`src/rtl/prl_tx_multi_sop_if.sv`:
```
// USB-PD Protocol Layer transmit bus: TCPC TRANSMIT request, PHY frame handshake,
// GoodCRC / collision / Hard Reset inputs, alert pulses and a state debug view.
//
// PHY handshake: the frame is transferred in a cycle where phy_tx_valid && phy_tx_ready.
// While valid is high without ready, valid, data, bytes and sop are held stable, and
// valid never depends combinationally on ready.
interface prl_tx_multi_sop_if #(
  parameter int MAX_DO = 7
);
  logic                    transmit_req;
  logic [2:0]              transmit_sop;
  logic [7:0]              transmit_byte_count;
  logic [15:0]             transmit_header;
  logic [32*MAX_DO-1:0]    transmit_data_objects;

  logic                    phy_tx_valid;
  logic                    phy_tx_ready;
  logic [16+32*MAX_DO-1:0] phy_tx_data;
  logic [7:0]              phy_tx_bytes;
  logic [2:0]              phy_tx_sop;
  logic                    phy_tx_done;

  logic                    goodcrc_valid;
  logic [2:0]              goodcrc_msgid;
  logic [2:0]              goodcrc_sop;
  logic                    rx_msg_discard;
  logic                    hard_reset;

  logic                    alert_tx_success;
  logic                    alert_tx_failed;
  logic                    alert_tx_discarded;
  logic                    busy;
  logic [3:0]              dbg_state;

  modport slave (
    input  transmit_req, transmit_sop, transmit_byte_count, transmit_header,
           transmit_data_objects, phy_tx_ready, phy_tx_done, goodcrc_valid,
           goodcrc_msgid, goodcrc_sop, rx_msg_discard, hard_reset,
    output phy_tx_valid, phy_tx_data, phy_tx_bytes, phy_tx_sop,
           alert_tx_success, alert_tx_failed, alert_tx_discarded, busy, dbg_state
  );

  modport master (
    output transmit_req, transmit_sop, transmit_byte_count, transmit_header,
           transmit_data_objects, phy_tx_ready, phy_tx_done, goodcrc_valid,
           goodcrc_msgid, goodcrc_sop, rx_msg_discard, hard_reset,
    input  phy_tx_valid, phy_tx_data, phy_tx_bytes, phy_tx_sop,
           alert_tx_success, alert_tx_failed, alert_tx_discarded, busy, dbg_state
  );
endinterface

```
`src/rtl/prl_tx_multi_sop.sv`:
```
// USB-PD Protocol Layer transmit engine: per-SOP MessageIDs, PHY valid/ready handoff,
// GoodCRC timer with retries, collision discard and Hard Reset abort.
module prl_tx_multi_sop #(
  parameter int MAX_DO      = 7,
  parameter int N_SOP       = 3,
  parameter int N_RETRY     = 2,
  parameter int CRC_TIMEOUT = 8
) (
  input logic               CLK,
  input logic               RESET,
  prl_tx_multi_sop_if.slave bus
);
  localparam int          DW        = 32 * MAX_DO;
  localparam int          FW        = 16 + DW;
  localparam int          RW        = (N_RETRY < 1) ? 1 : $clog2(N_RETRY + 1);
  localparam logic [7:0]  TMO_LAST  = 8'(CRC_TIMEOUT - 1);
  localparam logic [7:0]  MAX_BYTES = 8'(2 + 4 * MAX_DO);
  localparam logic [2:0]  N_SOP_L   = 3'(N_SOP);
  localparam logic [15:0] ID_MASK   = 16'h0E00;
  localparam logic [RW-1:0] RETRY_LAST = RW'(N_RETRY);

  typedef enum logic [3:0] {
    S_IDLE        = 4'd0,
    S_CONSTRUCT   = 4'd1,
    S_SEND        = 4'd2,
    S_WAIT_DONE   = 4'd3,
    S_WAIT_CRC    = 4'd4,
    S_CHECK_RETRY = 4'd5,
    S_SUCCESS     = 4'd6,
    S_FAIL        = 4'd7,
    S_DISCARD     = 4'd8
  } state_e;

  state_e        state_q, state_d;
  logic [2:0]    sop_q, sop_d;
  logic [7:0]    bytes_q, bytes_d;
  logic [15:0]   hdr_q, hdr_d;
  logic [DW-1:0] dos_q, dos_d;
  logic          legal_q, legal_d;
  logic [RW-1:0] retry_q, retry_d;
  logic [7:0]    timer_q, timer_d;
  logic [FW-1:0] frame_q, frame_d;
  logic [7:0]    phy_bytes_q, phy_bytes_d;
  logic [2:0]    phy_sop_q, phy_sop_d;
  // Eight slots so a 3-bit SOP indexes without a range check; only 0..N_SOP-1 ever change.
  logic [2:0]    msgid_q [8];
  logic [2:0]    msgid_d [8];

  logic          req_legal;
  logic          crc_match;

  assign req_legal = (bus.transmit_sop < N_SOP_L)
                  && !bus.transmit_byte_count[0]
                  && (bus.transmit_byte_count >= 8'd2)
                  && (bus.transmit_byte_count <= MAX_BYTES);

  assign crc_match = bus.goodcrc_valid
                  && (bus.goodcrc_sop == sop_q)
                  && (bus.goodcrc_msgid == msgid_q[sop_q]);

  always_comb begin
    state_d     = state_q;
    sop_d       = sop_q;
    bytes_d     = bytes_q;
    hdr_d       = hdr_q;
    dos_d       = dos_q;
    legal_d     = legal_q;
    retry_d     = retry_q;
    timer_d     = timer_q;
    frame_d     = frame_q;
    phy_bytes_d = phy_bytes_q;
    phy_sop_d   = phy_sop_q;
    msgid_d     = msgid_q;

    case (state_q)
      S_IDLE: begin
        if (bus.transmit_req) begin
          sop_d   = bus.transmit_sop;
          bytes_d = bus.transmit_byte_count;
          hdr_d   = bus.transmit_header;
          dos_d   = bus.transmit_data_objects;
          legal_d = req_legal;
          retry_d = '0;
          state_d = S_CONSTRUCT;
        end
      end

      // An illegal request still passes through here so its FAIL pulse lands two
      // cycles after REQ, the same slot where a legal frame raises PHY valid.
      S_CONSTRUCT: begin
        if (!legal_q) begin
          state_d = S_FAIL;
        end else if (bus.rx_msg_discard) begin
          state_d = S_DISCARD;
        end else begin
          frame_d     = {(hdr_q & ~ID_MASK) | {4'b0, msgid_q[sop_q], 9'b0}, dos_q};
          phy_bytes_d = bytes_q;
          phy_sop_d   = sop_q;
          state_d     = S_SEND;
        end
      end

      // An accepted handshake takes precedence over a collision in the same cycle.
      S_SEND: begin
        if (bus.phy_tx_ready) begin
          state_d = S_WAIT_DONE;
        end else if (bus.rx_msg_discard) begin
          state_d = S_DISCARD;
        end
      end

      S_WAIT_DONE: begin
        if (bus.phy_tx_done) begin
          timer_d = '0;
          state_d = S_WAIT_CRC;
        end
      end

      S_WAIT_CRC: begin
        if (crc_match) begin
          state_d = S_SUCCESS;
        end else if (timer_q == TMO_LAST) begin
          state_d = S_CHECK_RETRY;
        end else begin
          timer_d = timer_q + 8'd1;
        end
      end

      S_CHECK_RETRY: begin
        if (retry_q == RETRY_LAST) begin
          state_d = S_FAIL;
        end else begin
          retry_d = retry_q + RW'(1);
          state_d = S_CONSTRUCT;
        end
      end

      S_SUCCESS: begin
        msgid_d[sop_q] = msgid_q[sop_q] + 3'd1;
        state_d        = S_IDLE;
      end

      S_FAIL:    state_d = S_IDLE;
      S_DISCARD: state_d = S_IDLE;
      default:   state_d = S_IDLE;
    endcase
  end

  always_ff @(posedge CLK) begin
    if (RESET || bus.hard_reset) begin
      state_q     <= S_IDLE;
      sop_q       <= '0;
      bytes_q     <= '0;
      hdr_q       <= '0;
      dos_q       <= '0;
      legal_q     <= 1'b0;
      retry_q     <= '0;
      timer_q     <= '0;
      frame_q     <= '0;
      phy_bytes_q <= '0;
      phy_sop_q   <= '0;
      for (int i = 0; i < 8; i++) msgid_q[i] <= '0;
    end else begin
      state_q     <= state_d;
      sop_q       <= sop_d;
      bytes_q     <= bytes_d;
      hdr_q       <= hdr_d;
      dos_q       <= dos_d;
      legal_q     <= legal_d;
      retry_q     <= retry_d;
      timer_q     <= timer_d;
      frame_q     <= frame_d;
      phy_bytes_q <= phy_bytes_d;
      phy_sop_q   <= phy_sop_d;
      msgid_q     <= msgid_d;
    end
  end

  assign bus.phy_tx_valid       = (state_q == S_SEND);
  assign bus.phy_tx_data        = frame_q;
  assign bus.phy_tx_bytes       = phy_bytes_q;
  assign bus.phy_tx_sop         = phy_sop_q;
  assign bus.alert_tx_success   = (state_q == S_SUCCESS);
  assign bus.alert_tx_failed    = (state_q == S_FAIL);
  assign bus.alert_tx_discarded = (state_q == S_DISCARD);
  assign bus.busy               = (state_q != S_IDLE);
  assign bus.dbg_state          = state_q;
endmodule

```
`src/flat_wrapper.sv`:
```
// flat-port wrapper written by rule: the top's interface ports become plain ports
module prl_tx_multi_sop_flat 
#(
  parameter int MAX_DO      = 7,
  parameter int N_SOP       = 3,
  parameter int N_RETRY     = 2,
  parameter int CRC_TIMEOUT = 8
)
  (CLK, RESET, bus_transmit_req, bus_transmit_sop, bus_transmit_byte_count, bus_transmit_header, bus_transmit_data_objects, bus_phy_tx_ready, bus_phy_tx_done, bus_goodcrc_valid, bus_goodcrc_msgid, bus_goodcrc_sop, bus_rx_msg_discard, bus_hard_reset, bus_phy_tx_valid, bus_phy_tx_data, bus_phy_tx_bytes, bus_phy_tx_sop, bus_alert_tx_success, bus_alert_tx_failed, bus_alert_tx_discarded, bus_busy, bus_dbg_state);
  prl_tx_multi_sop_if #(.MAX_DO(MAX_DO)) bus_i ();
  input logic CLK;
  input logic RESET;
  input wire logic [$bits(bus_i.transmit_req)-1:0] bus_transmit_req;
  input wire logic [$bits(bus_i.transmit_sop)-1:0] bus_transmit_sop;
  input wire logic [$bits(bus_i.transmit_byte_count)-1:0] bus_transmit_byte_count;
  input wire logic [$bits(bus_i.transmit_header)-1:0] bus_transmit_header;
  input wire logic [$bits(bus_i.transmit_data_objects)-1:0] bus_transmit_data_objects;
  input wire logic [$bits(bus_i.phy_tx_ready)-1:0] bus_phy_tx_ready;
  input wire logic [$bits(bus_i.phy_tx_done)-1:0] bus_phy_tx_done;
  input wire logic [$bits(bus_i.goodcrc_valid)-1:0] bus_goodcrc_valid;
  input wire logic [$bits(bus_i.goodcrc_msgid)-1:0] bus_goodcrc_msgid;
  input wire logic [$bits(bus_i.goodcrc_sop)-1:0] bus_goodcrc_sop;
  input wire logic [$bits(bus_i.rx_msg_discard)-1:0] bus_rx_msg_discard;
  input wire logic [$bits(bus_i.hard_reset)-1:0] bus_hard_reset;
  output wire logic [$bits(bus_i.phy_tx_valid)-1:0] bus_phy_tx_valid;
  output wire logic [$bits(bus_i.phy_tx_data)-1:0] bus_phy_tx_data;
  output wire logic [$bits(bus_i.phy_tx_bytes)-1:0] bus_phy_tx_bytes;
  output wire logic [$bits(bus_i.phy_tx_sop)-1:0] bus_phy_tx_sop;
  output wire logic [$bits(bus_i.alert_tx_success)-1:0] bus_alert_tx_success;
  output wire logic [$bits(bus_i.alert_tx_failed)-1:0] bus_alert_tx_failed;
  output wire logic [$bits(bus_i.alert_tx_discarded)-1:0] bus_alert_tx_discarded;
  output wire logic [$bits(bus_i.busy)-1:0] bus_busy;
  output wire logic [$bits(bus_i.dbg_state)-1:0] bus_dbg_state;
  assign bus_i.transmit_req = bus_transmit_req;
  assign bus_i.transmit_sop = bus_transmit_sop;
  assign bus_i.transmit_byte_count = bus_transmit_byte_count;
  assign bus_i.transmit_header = bus_transmit_header;
  assign bus_i.transmit_data_objects = bus_transmit_data_objects;
  assign bus_i.phy_tx_ready = bus_phy_tx_ready;
  assign bus_i.phy_tx_done = bus_phy_tx_done;
  assign bus_i.goodcrc_valid = bus_goodcrc_valid;
  assign bus_i.goodcrc_msgid = bus_goodcrc_msgid;
  assign bus_i.goodcrc_sop = bus_goodcrc_sop;
  assign bus_i.rx_msg_discard = bus_rx_msg_discard;
  assign bus_i.hard_reset = bus_hard_reset;
  assign bus_phy_tx_valid = bus_i.phy_tx_valid;
  assign bus_phy_tx_data = bus_i.phy_tx_data;
  assign bus_phy_tx_bytes = bus_i.phy_tx_bytes;
  assign bus_phy_tx_sop = bus_i.phy_tx_sop;
  assign bus_alert_tx_success = bus_i.alert_tx_success;
  assign bus_alert_tx_failed = bus_i.alert_tx_failed;
  assign bus_alert_tx_discarded = bus_i.alert_tx_discarded;
  assign bus_busy = bus_i.busy;
  assign bus_dbg_state = bus_i.dbg_state;
  prl_tx_multi_sop #(.MAX_DO(MAX_DO), .N_SOP(N_SOP), .N_RETRY(N_RETRY), .CRC_TIMEOUT(CRC_TIMEOUT)) u_core (.CLK(CLK), .RESET(RESET), .bus(bus_i));
endmodule
```
`config.mk`:
```
export PLATFORM = sky130hd
export DESIGN_NAME = prl_tx_multi_sop_flat
export DESIGN_NICKNAME = d
export VERILOG_FILES = /design/src/rtl/prl_tx_multi_sop_if.sv /design/src/rtl/prl_tx_multi_sop.sv /design/src/flat_wrapper.sv
export SDC_FILE = /design/constraint.sdc
export NUM_CORES = 1
export LEC_CHECK = 0
export CORE_UTILIZATION = 45
export CTS_BUF_LIST = sky130_fd_sc_hd__clkbuf_4 sky130_fd_sc_hd__clkbuf_8
export CTS_CLUSTER_DIAMETER = 50
export DETAILED_ROUTE_END_ITERATION = 8
export PLACE_DENSITY = 0.78
export SYNTH_ARGS = -nofsm -noshare
export SYNTH_HDL_FRONTEND = slang
export SYNTH_SLANG_ARGS = --single-unit
```
`constraint.sdc`:
```
create_clock -name CLK -period 2.1 [get_ports CLK]
set_input_delay 0.42 -clock CLK [delete_from_list [all_inputs] [get_ports CLK]]
set_output_delay 0.42 -clock CLK [all_outputs]
set_load 0.05 [all_outputs]
```
==> flow_summary.ini, run 1 <==
[outcome]
status = finished, violations left
violations = setup timing

[placement]
dpl_cell_area_mm2 = 0.0257
portBuffers = 521
placed_cells = 3440
gp_congestion = 0.886
place_ws_ns = -0.319
place_hpwl_um = 42400

[setup_path]
cp.arrival_ns = 2.84
crit_path_max_fanout = 7
cp-end-kind = flop
crit_type = reg -> reg
critPathLaunchType = flop
r2r_cells = 8
r2r-start = u_core.sop_q[1]$_SDFFE_PP0P_
crit_start = u_core.sop_q[1]$_SDFFE_PP0P_
cp.required_ns = 2.68

[detailed_routing]
wl_per_cell_um = 17.1
detail_route.first_pass.iterations = 6
wirelength_um = 61700
final_antenna_net_count = 0
drt-initial-drc-count = 1417
via_per_inst = 5.24
post-route-drc-count = 0
vias = 18919

[pwr]
swShare_pct = 23.3
peakVddDrop_uv = 532
power_density_mw_per_mm2 = 790
p_int_mw = 16.7
leakagePower_nw = 10.9
power_mw = 21.8
seqPwrFrac_pct = 48.0
clkPwrFrac_pct = 44.0
combPwrFrac_pct = 8.1
p_sw_mw = 5.09

[floorplanning]
die_y_um = 208
start_util_pct = 45.7
rows = 75
core_mm2 = 0.0419
die_w_um = 208
dieArea_mm2 = 0.0434
num_io_pins = 525

[timing]
fmax_mhz = 442
tightestPinTransition_ns = 0.629
hold_violations = 0
fin_ws_ns = -0.162
maxSlewHeadroom_pct = 58.1
finalCritPeriodShare_pct = 108
hold-worst-slack_ns = 0.323
setup_tns_ns = -0.699
fin_worst_skew_ns = 0.0274
slew_viol_final = 0
setup_violations = 11
fin_crit_ns = 2.26
rsz0062_at_grt = yes

[yosys]
yosysSeqAreaShare_pct = 56.2
synth_ff_type = dfxtp_1
yosys.area.top_type = dfxtp_1
syn_nets = 2719
synth_area_mm2 = 0.0192
postSynthCellCount = 2451
async_reset_ff_share_pct = 0
synthTopCellsByArea = dfxtp_1 56%, nand2_1 20%, a21oi_1 14%
synth_cell_types = 49
synth.avg_cell_area_um2 = 7.82
synth_edf_count = 0
yosysWarnings = 0
synth_top_area_share_pct = 56.2
synth-seq-cells = 538

[clock_tree]
cts_made_buffers = 86
path_clk_slew_ns = 0.06
cts_tree = yes
cts_buffer_depth = 3
cts-hold-fix-buffers = 0
htreeDepth = 3
cts-root-buf = clkbuf_8
insertion_delay_ns = 0.64
cts.sinks = 538

[flow_run]
max_cap_viol_count = 0

[global_routing]
grt_pass1_wl_um = 95500
grt_pass1_vias = 18638
overflow = 0
globalRouteTotalUtil_pct = 27.4
antenna_found_initial = 3
grt_max_degree = 114

[finish]
final_cells = 3612
syn_to_final_growth_pct = 44.4
stdcell_area_mm2 = 0.0277
fin_util_pct = 65.9
nNetsFinal = 3273
drive_gt1_share_pct = 11.9

[worst_hold_path]
min-delay-start = bus_transmit_data_objects[161]
holdPathStages = 3
hold_class = in -> reg
[logic make-up after synthesis]
| group | synth area share [%] |
|---|---|
| adders and majority gates | 0.196 |
| buffers and inverters | 4.15 |
| AOI/OAI and AO/OA | 15.3 |
| xor gates and xnor gates | 0.268 |
| and+or+nand+nor | 22.8 |
| DFF | 56.2 |
| muxes | 1.02 |
[state kept, by name, indices dropped and copies added, names as in the netlist, 3 cells and up]
signal / cells
u_core.bytes_q: 8
u_core.msgid_q: 24
u_core.bus.phy_tx_sop: 3
u_core.hdr_q: 13
u_core.bus.phy_tx_bytes: 8
u_core.dos_q: 224
u_core.bus.dbg_state: 4
u_core.timer_q: 8
u_core.bus.phy_tx_data: 240
u_core.sop_q: 3
[cell usage after synthesis (3+ instances only)]
master / count
a211oi_1: 3
a21oi_1: 522
and2_1: 3
and3_1: 3
buf_1: 4
buf_2: 20
buf_6: 5
clkbuf_1: 151
dfxtp_1: 538
ha_1: 3
inv_1: 11
mux2_2: 4
mux2i_1: 15
nand2_1: 1030
nand2b_1: 6
nand3_1: 13
nand4_1: 4
nor2_1: 36
nor2b_1: 4
nor3_1: 8
nor4_1: 6
o211ai_1: 4
o21a_1: 3
o21ai_0: 15
o22ai_1: 4
or4_1: 6
xnor2_1: 3
[cells in the final DEF, fill, tap and decap left out, types with 4 or more instances in the layout]
cell type,count
o211ai_1,4
diode_2,4
buf_12,43
dfxtp_1,531
inv_1,8
clkbuf_4,27
dlygate4sd2_1,233
mux2i_1,10
clkinv_2,9
o21ai_0,14
buf_6,10
nor2_1,32
or4_1,5
mux2i_2,4
clkdlybuf4s50_1,261
nand2_1,1023
nand3_1,12
clkbuf_8,109
nor3_1,5
buf_4,98
a21oi_1,520
nand4_1,4
dfxtp_4,4
nand2b_1,6
nand2_4,4
[layout make-up]
class | count | area [µm²]
fill | 3374 | 14300
timing repair buffer | 647 | 6380
multi-input combinational | 1721 | 7890
tap | 539 | 674
antenna | 4 | 10.0
clock inverter | 16 | 166
clock buffer | 136 | 1700
sequential | 538 | 10800
inverter | 11 | 41.3
[worst max-delay path: stages, from the launching register on]
cell     delay, ns
dfxtp_4       0.37
buf_12        0.14
mux2i_2       0.29
nor2_2        0.11
o31a_1        0.34
o22ai_4       0.24
o21ai_4       0.10
or4_1         0.53
nand2_1       0.07
[timing repair]
item | in CTS | in global routing
setup endpoints to repair | 262 | 89
setup buffers | 12 | 3
gates resized for setup | 289 | 16
pin swaps | 25 | 14
cloned | 2 | 0
[layer usage]
layer	wire length, µm	track usage, %
met1	23400	30.4
met5	0	0
met3	5630	8.23
met2	29800	47.0
met4	2890	14.7
[path summary, 6_finish.rpt]
path / slack [ns] / end
hold / removal: 0.32 / u_core.dos_q[161]$_SDFFE_PP0P_
hold reg to reg: 0.43 / u_core.bus.phy_tx_data[222]$_SDFFE_PP0P_
setup reg to reg: -0.16 / u_core.timer_q[2]$_SDFFE_PP0P_
setup / recovery: -0.16 / u_core.timer_q[2]$_SDFFE_PP0P_
[power groups by stage]
stage / Clock [mW] / Sequential [mW] / Combinational, mW
2_1_floorplan: 0 / 10.7 / 0.728
3_5_place_dp: 0 / 10.7 / 1.67
4_1_cts: 9.73 / 10.5 / 1.74
5_1_grt: 10.2 / 10.5 / 1.88
6_report: 9.60 / 10.5 / 1.76
3_3_place_gp: 0 / 10.7 / 1.65
No activity file was read; power rests on OpenSTA's default activity.
==> run 2, diff against run 1 <==
--- a/config.mk
+++ b/config.mk
@@ -5,6 +5,7 @@
 export SDC_FILE = /design/constraint.sdc
 export NUM_CORES = 1
 export LEC_CHECK = 0
+export CORE_MARGIN = 2
 export CORE_UTILIZATION = 45
 export CTS_BUF_LIST = sky130_fd_sc_hd__clkbuf_4 sky130_fd_sc_hd__clkbuf_8
 export CTS_CLUSTER_DIAMETER = 50
==> constraint.sdc (replaced) <==
create_clock -name CLK -period 2.03 [get_ports CLK]
set_input_delay 0.406 -clock CLK [delete_from_list [all_inputs] [get_ports CLK]]
set_output_delay 0.406 -clock CLK [all_outputs]
set_load 0.05 [all_outputs]
==> run 2 against run 1 <==
  * The run still ends with setup timing left
  * Flip-flop and latch count did not move
  * Clock power up 8%
  * Sequential power about the same
  * Global-route usage fell by 0.31 points
  * Cell count grew 1.9%
  * Utilization is 7.6 points higher
  * Wire length grew 18%
  * First-iteration DRC count rose by 19%
  * Hold slack got worse by 0.041 ns
  * Die area grew 1.9%
  * Critical path type unchanged
==> flow_summary.ini, run 2 (same netlist as run 1, synthesis figures left out) <==
[setup_path]
crit_type = reg -> reg
r2r_slack_ns = -0.24
cp-end-kind = flop
slowest_delay_ns = 0.40
r2r-start = u_core.sop_q[1]$_SDFFE_PP0P_
r2r-end = u_core.timer_q[7]$_SDFFE_PP0P_
critical-path-slowest-cell = dfxtp_4
crit_path_max_fanout = 6
cp.arrival_ns = 2.88
crit_family = compound AO/OA/AOI/OAI gates
critPathLaunchType = flop
crit_chain = buf_12 > mux2_4 > o22ai_4 > buf_6 > nor4_4 > o22ai_4 > o21ai_4 > buf_6 > or4_1 > nand2_1
r2r_cells = 10
cp.required_ns = 2.63
crit_buf_inv = 3

[outcome]
status = finished, violations left
violations = setup timing

[timing]
fmax_mhz = 440
hold_violations = 0
setup_violations = 287
setup_tns_ns = -20.97
fin_worst_skew_ns = 0.0295
hold-worst-slack_ns = 0.283
tightestPinTransition_ns = 0.579
maxSlewHeadroom_pct = 61.5
finalCritPeriodShare_pct = 112
rsz0062_at_grt = yes
fin_ws_ns = -0.243
fin_crit_ns = 2.27
slew_viol_final = 0

[floorplanning]
die_y_um = 210
num_io_pins = 525
start_util_pct = 45.7
die_w_um = 210
dieArea_mm2 = 0.0442
core_mm2 = 0.0419
rows = 75

[global_routing]
antenna_found_initial = 4
globalRouteTotalUtil_pct = 27.1
grt_pass1_vias = 18828
overflow = 0
grt_max_degree = 56
grt_pass1_wl_um = 96200

[clock_tree]
cts_made_buffers = 87
cts-root-buf = clkbuf_8
cts-hold-fix-buffers = 0
cts_tree = yes
path_clk_slew_ns = 0.06
cts.sinks = 538
htreeDepth = 3
insertion_delay_ns = 0.67
cts_buffer_depth = 3

[placement]
place_ws_ns = -0.353
gp_congestion = 0.866
place_hpwl_um = 42400
portBuffers = 521

[worst_hold_path]
min-delay-start = bus_transmit_data_objects[211]
holdPathEnd = u_core.dos_q[211]$_SDFFE_PP0P_
holdPathStages = 3
hold_class = in -> reg

[finish]
drive_gt1_share_pct = 25.5
syn_to_final_growth_pct = 61.0
nNetsFinal = 3337
largest_reg_flops = 240
final_cell_mix = 856 x nand2_1, 533 x dfxtp_1, 347 x a21oi_1, 261 x clkdlybuf4s50_1, 193 x dlygate4sd2_1
layout_commonest_cell = nand2_1

[detailed_routing]
vias = 20188
wl_per_cell_um = 19.8
detail_route.first_pass.iterations = 6
post-route-drc-count = 0
final_antenna_net_count = 0
wirelength_um = 72700
via_per_inst = 5.49
drt-initial-drc-count = 1680

[pwr]
power_density_mw_per_mm2 = 751
peakVddDrop_uv = 817
leakagePower_nw = 11.7

[flow_run]
max_cap_viol_count = 0
run 2: power breakdown:
part           leakage (nW)  total [mW]  internal [mW]  switching [mW]
clock                  1.04        10.4           5.98            4.42
sequential             4.36        10.8           10.7           0.104
combinational          6.31        1.93          0.913            1.01
run 2: stage by stage:
step	instance area, µm²	util [%]	std cells	total power [mW]
global route	30800	73.5	3679	23.8
finish	30800	73.5	3680	23.2
floorplan	19200	-	2451	11.8
global placement	25700	61.2	3443	12.8
detailed placement	25700	61.2	3443	12.8
CTS	27900	66.5	3629	23.1
run 2: layout make-up:
| class | count | area, µm² |
|---|---|---|
| repair buffers | 711 | 7560 |
| clock buffers | 142 | 1800 |
| inverters | 11 | 43.8 |
| well taps | 539 | 674 |
| diodes | 4 | 10.0 |
| fillers | 2674 | 11100 |
| flip-flops and latches | 538 | 10800 |
| clock inverters | 15 | 164 |
| multi-input cells | 1720 | 9810 |
run 2: worst min-delay path, delay by kind of cell:
family	cells	cell delay, ns
buf+inv	1	0.39
simple gates	1	0.05
compound gates	1	0.05
run 2: worst max-delay path by stage:
stage                                                 to  slack, ns  cells past startpoint                          from
final                     u_core.timer_q[7]$_SDFFE_PP0P_      -0.24                     10  u_core.sop_q[1]$_SDFFE_PP0P_
after global routing      u_core.timer_q[1]$_SDFFE_PP0P_      -0.30                     10  u_core.sop_q[1]$_SDFFE_PP0P_
after CTS                 u_core.timer_q[2]$_SDFFE_PP0P_      -0.16                      9  u_core.sop_q[1]$_SDFFE_PP0P_
after detailed placement  u_core.msgid_q[8]$_SDFFE_PP0P_      -0.35                      9  u_core.sop_q[1]$_SDFFE_PP0P_
after global placement    u_core.timer_q[7]$_SDFFE_PP0P_      -0.35                      9            bus_goodcrc_sop[1]
after floorplan           u_core.timer_q[2]$_SDFFE_PP0P_     -0.009                     10  u_core.sop_q[1]$_SDFFE_PP0P_
run 2: metal layers:
metal	part of all wire, %	global-route usage [%]	vias to the layer above
li1	-	-	9219
met1	36	29.8	9576
met2	49	46.2	1112
met3	9.5	8.69	279
met4	5.7	15.3	2
met5	0.018	0	-
run 2: what timing repair did:
action	CTS	global route
endpoints found under the hold margin	0	0
pin swaps	28	343
setup endpoints to repair	244	292
setup buffers	30	17
gates resized for setup	303	559
gates cloned	1	31
==> run 3, diff against run 2 <==
--- a/config.mk
+++ b/config.mk
@@ -11,6 +11,8 @@
 export CTS_CLUSTER_DIAMETER = 50
 export DETAILED_ROUTE_END_ITERATION = 8
 export PLACE_DENSITY = 0.78
+export REMOVE_ABC_BUFFERS = 1
 export SYNTH_ARGS = -nofsm -noshare
 export SYNTH_HDL_FRONTEND = slang
 export SYNTH_SLANG_ARGS = --single-unit
+export TNS_END_PERCENT = 10
==> run 3 against run 2 <==
  * The run still ends with setup timing left
  * Sequential power about the same
  * Clock power decreased by 8%
  * Fmax decreased by 0.24%
  * Highest routed layer unchanged
  * Hold slack improved by 0.0080 ns
  * First-iteration DRC count decreased by 19%
==> flow_summary.ini, run 3 (same netlist as run 1, synthesis figures left out) <==
[clock_tree]
cts.sinks = 538
cts-root-buf = clkbuf_8
cts_tree = yes
cts_buffer_depth = 3
path_clk_slew_ns = 0.06
insertion_delay_ns = 0.66
htreeDepth = 3
cts_made_buffers = 86

[global_routing]
globalRouteTotalUtil_pct = 26.4
antenna_found_initial = 4
grt_pass1_vias = 18798
grt_pass1_wl_um = 94900
grt_max_degree = 115
overflow = 0

[timing]
tightestPinTransition_ns = 0.627
fmax_mhz = 439
hold-worst-slack_ns = 0.290
setup_violations = 23
finalCritPeriodShare_pct = 112
fin_crit_ns = 2.28
maxSlewHeadroom_pct = 57.1
fin_worst_skew_ns = 0.0248
setup_tns_ns = -2.43
slew_viol_final = 0
rsz0062_at_grt = yes
hold_violations = 0
fin_ws_ns = -0.248

[floorplanning]
core_mm2 = 0.0419
rows = 75
dieArea_mm2 = 0.0442
die_w_um = 210
num_io_pins = 525
start_util_pct = 45.7
die_y_um = 210

[setup_path]
critPathLaunchType = flop
r2r_cells = 9
crit_chain = buf_12 > mux2i_4 > nor2_2 > o31a_1 > o22ai_4 > buf_6 > o21ai_4 > or4_1 > nand2_1
slowest_delay_ns = 0.48
crit_path_max_fanout = 5
cp.required_ns = 2.62
cp-end-kind = flop
critical-path-slowest-cell = or4_1
crit_type = reg -> reg
cp.arrival_ns = 2.87

[placement]
placed_cells = 3450
portBuffers = 521
place_hpwl_um = 41200
gp_congestion = 0.861

[pwr]
peakVddDrop_uv = 603
power_mw = 22.3
leakagePower_nw = 10.9
power_density_mw_per_mm2 = 803

[detailed_routing]
vias = 19042
final_antenna_net_count = 0
detail_route.first_pass.iterations = 7
wirelength_um = 61400
wl_per_cell_um = 16.9
via_per_inst = 5.25
drt-initial-drc-count = 1363
post-route-drc-count = 0

[finish]
fin_util_pct = 66.3
layout_commonest_cell = nand2_1
drive_gt1_share_pct = 13.6
nNetsFinal = 3284
final_cell_mix = 1027 x nand2_1, 531 x dfxtp_1, 514 x a21oi_1, 261 x clkdlybuf4s50_1, 199 x dlygate4sd2_1
largest_reg_flops = 240
final_cells = 3625
syn_to_final_growth_pct = 45.1

[worst_hold_path]
holdPathStages = 3
hold_class = in -> reg

[flow_run]
max_cap_viol_count = 0

[outcome]
status = finished, violations left
violations = setup timing
-- run 3: changes by cell type in the layout (fill, tap and decap cells not counted), moves of 12 or more --
cell	before	now
nand2_4	162	2
nand2_1	856	1027
buf_6	28	16
a21oi_2	175	8
clkbuf_16	25	0
a21oi_1	347	514
-- run 3: worst paths after layout --
check                                      from                                      end  slack (ns)
hold / removal    bus_transmit_data_objects[31]            u_core.dos_q[31]$_SDFFE_PP0P_        0.29
hold reg to reg   u_core.dos_q[57]$_SDFFE_PP0P_  u_core.bus.phy_tx_data[57]$_SDFFE_PP0P_        0.43
setup reg to reg   u_core.sop_q[1]$_SDFFE_PP0P_           u_core.timer_q[2]$_SDFFE_PP0P_       -0.25
setup / recovery   u_core.sop_q[1]$_SDFFE_PP0P_           u_core.timer_q[2]$_SDFFE_PP0P_       -0.25
-- run 3: power breakdown --
group          switching (mW)  internal, mW
combinational           0.945         0.946
sequential             0.0981          10.7
clock                    4.33          5.27
total                    5.37          16.9
-- run 3: per-layer routing --
metal	up-vias	GRT usage [%]	part of all wire, %
met3	164	8.12	8.9
met4	4	12.5	4.0
met5	-	0	0.039
li1	9090	-	-
met2	794	45.8	49
met1	8990	29.6	38
-- run 3: per-stage QoR --
step	area, µm²	worst slack (ns)
final	27800	-0.248
after global placement	25600	-0.431
after floorplan	18400	-17.46
after detailed placement	25600	-0.478
after CTS	27600	-0.193
after global routing	27800	-0.268
-- run 3: final cells by class --
type / count / area (µm²)
antenna: 3 / 7.51
tap: 539 / 674
clock buffer: 131 / 1670
sequential: 538 / 10800
timing repair buffer: 658 / 6460
inverter: 11 / 43.8
multi-input combinational: 1721 / 8000
fill: 3356 / 14200
clock inverter: 24 / 145
-- run 3: critical path, delay by kind of cell, from the launching register on --
kind                   cells  cell delay (ns)
and+or+nand+nor            3             0.62
AOI/OAI and AO/OA          3             0.67
buffers and inverters      2             0.31
muxes                      1             0.23
DFF                        1             0.39
-- run 3: what timing repair did --
item	CTS	global route
endpoints found under the setup margin	242	161
gates resized for setup	288	37
pin swaps	25	14
setup buffers	12	3
hold buffers	0	0
cloned	2	0
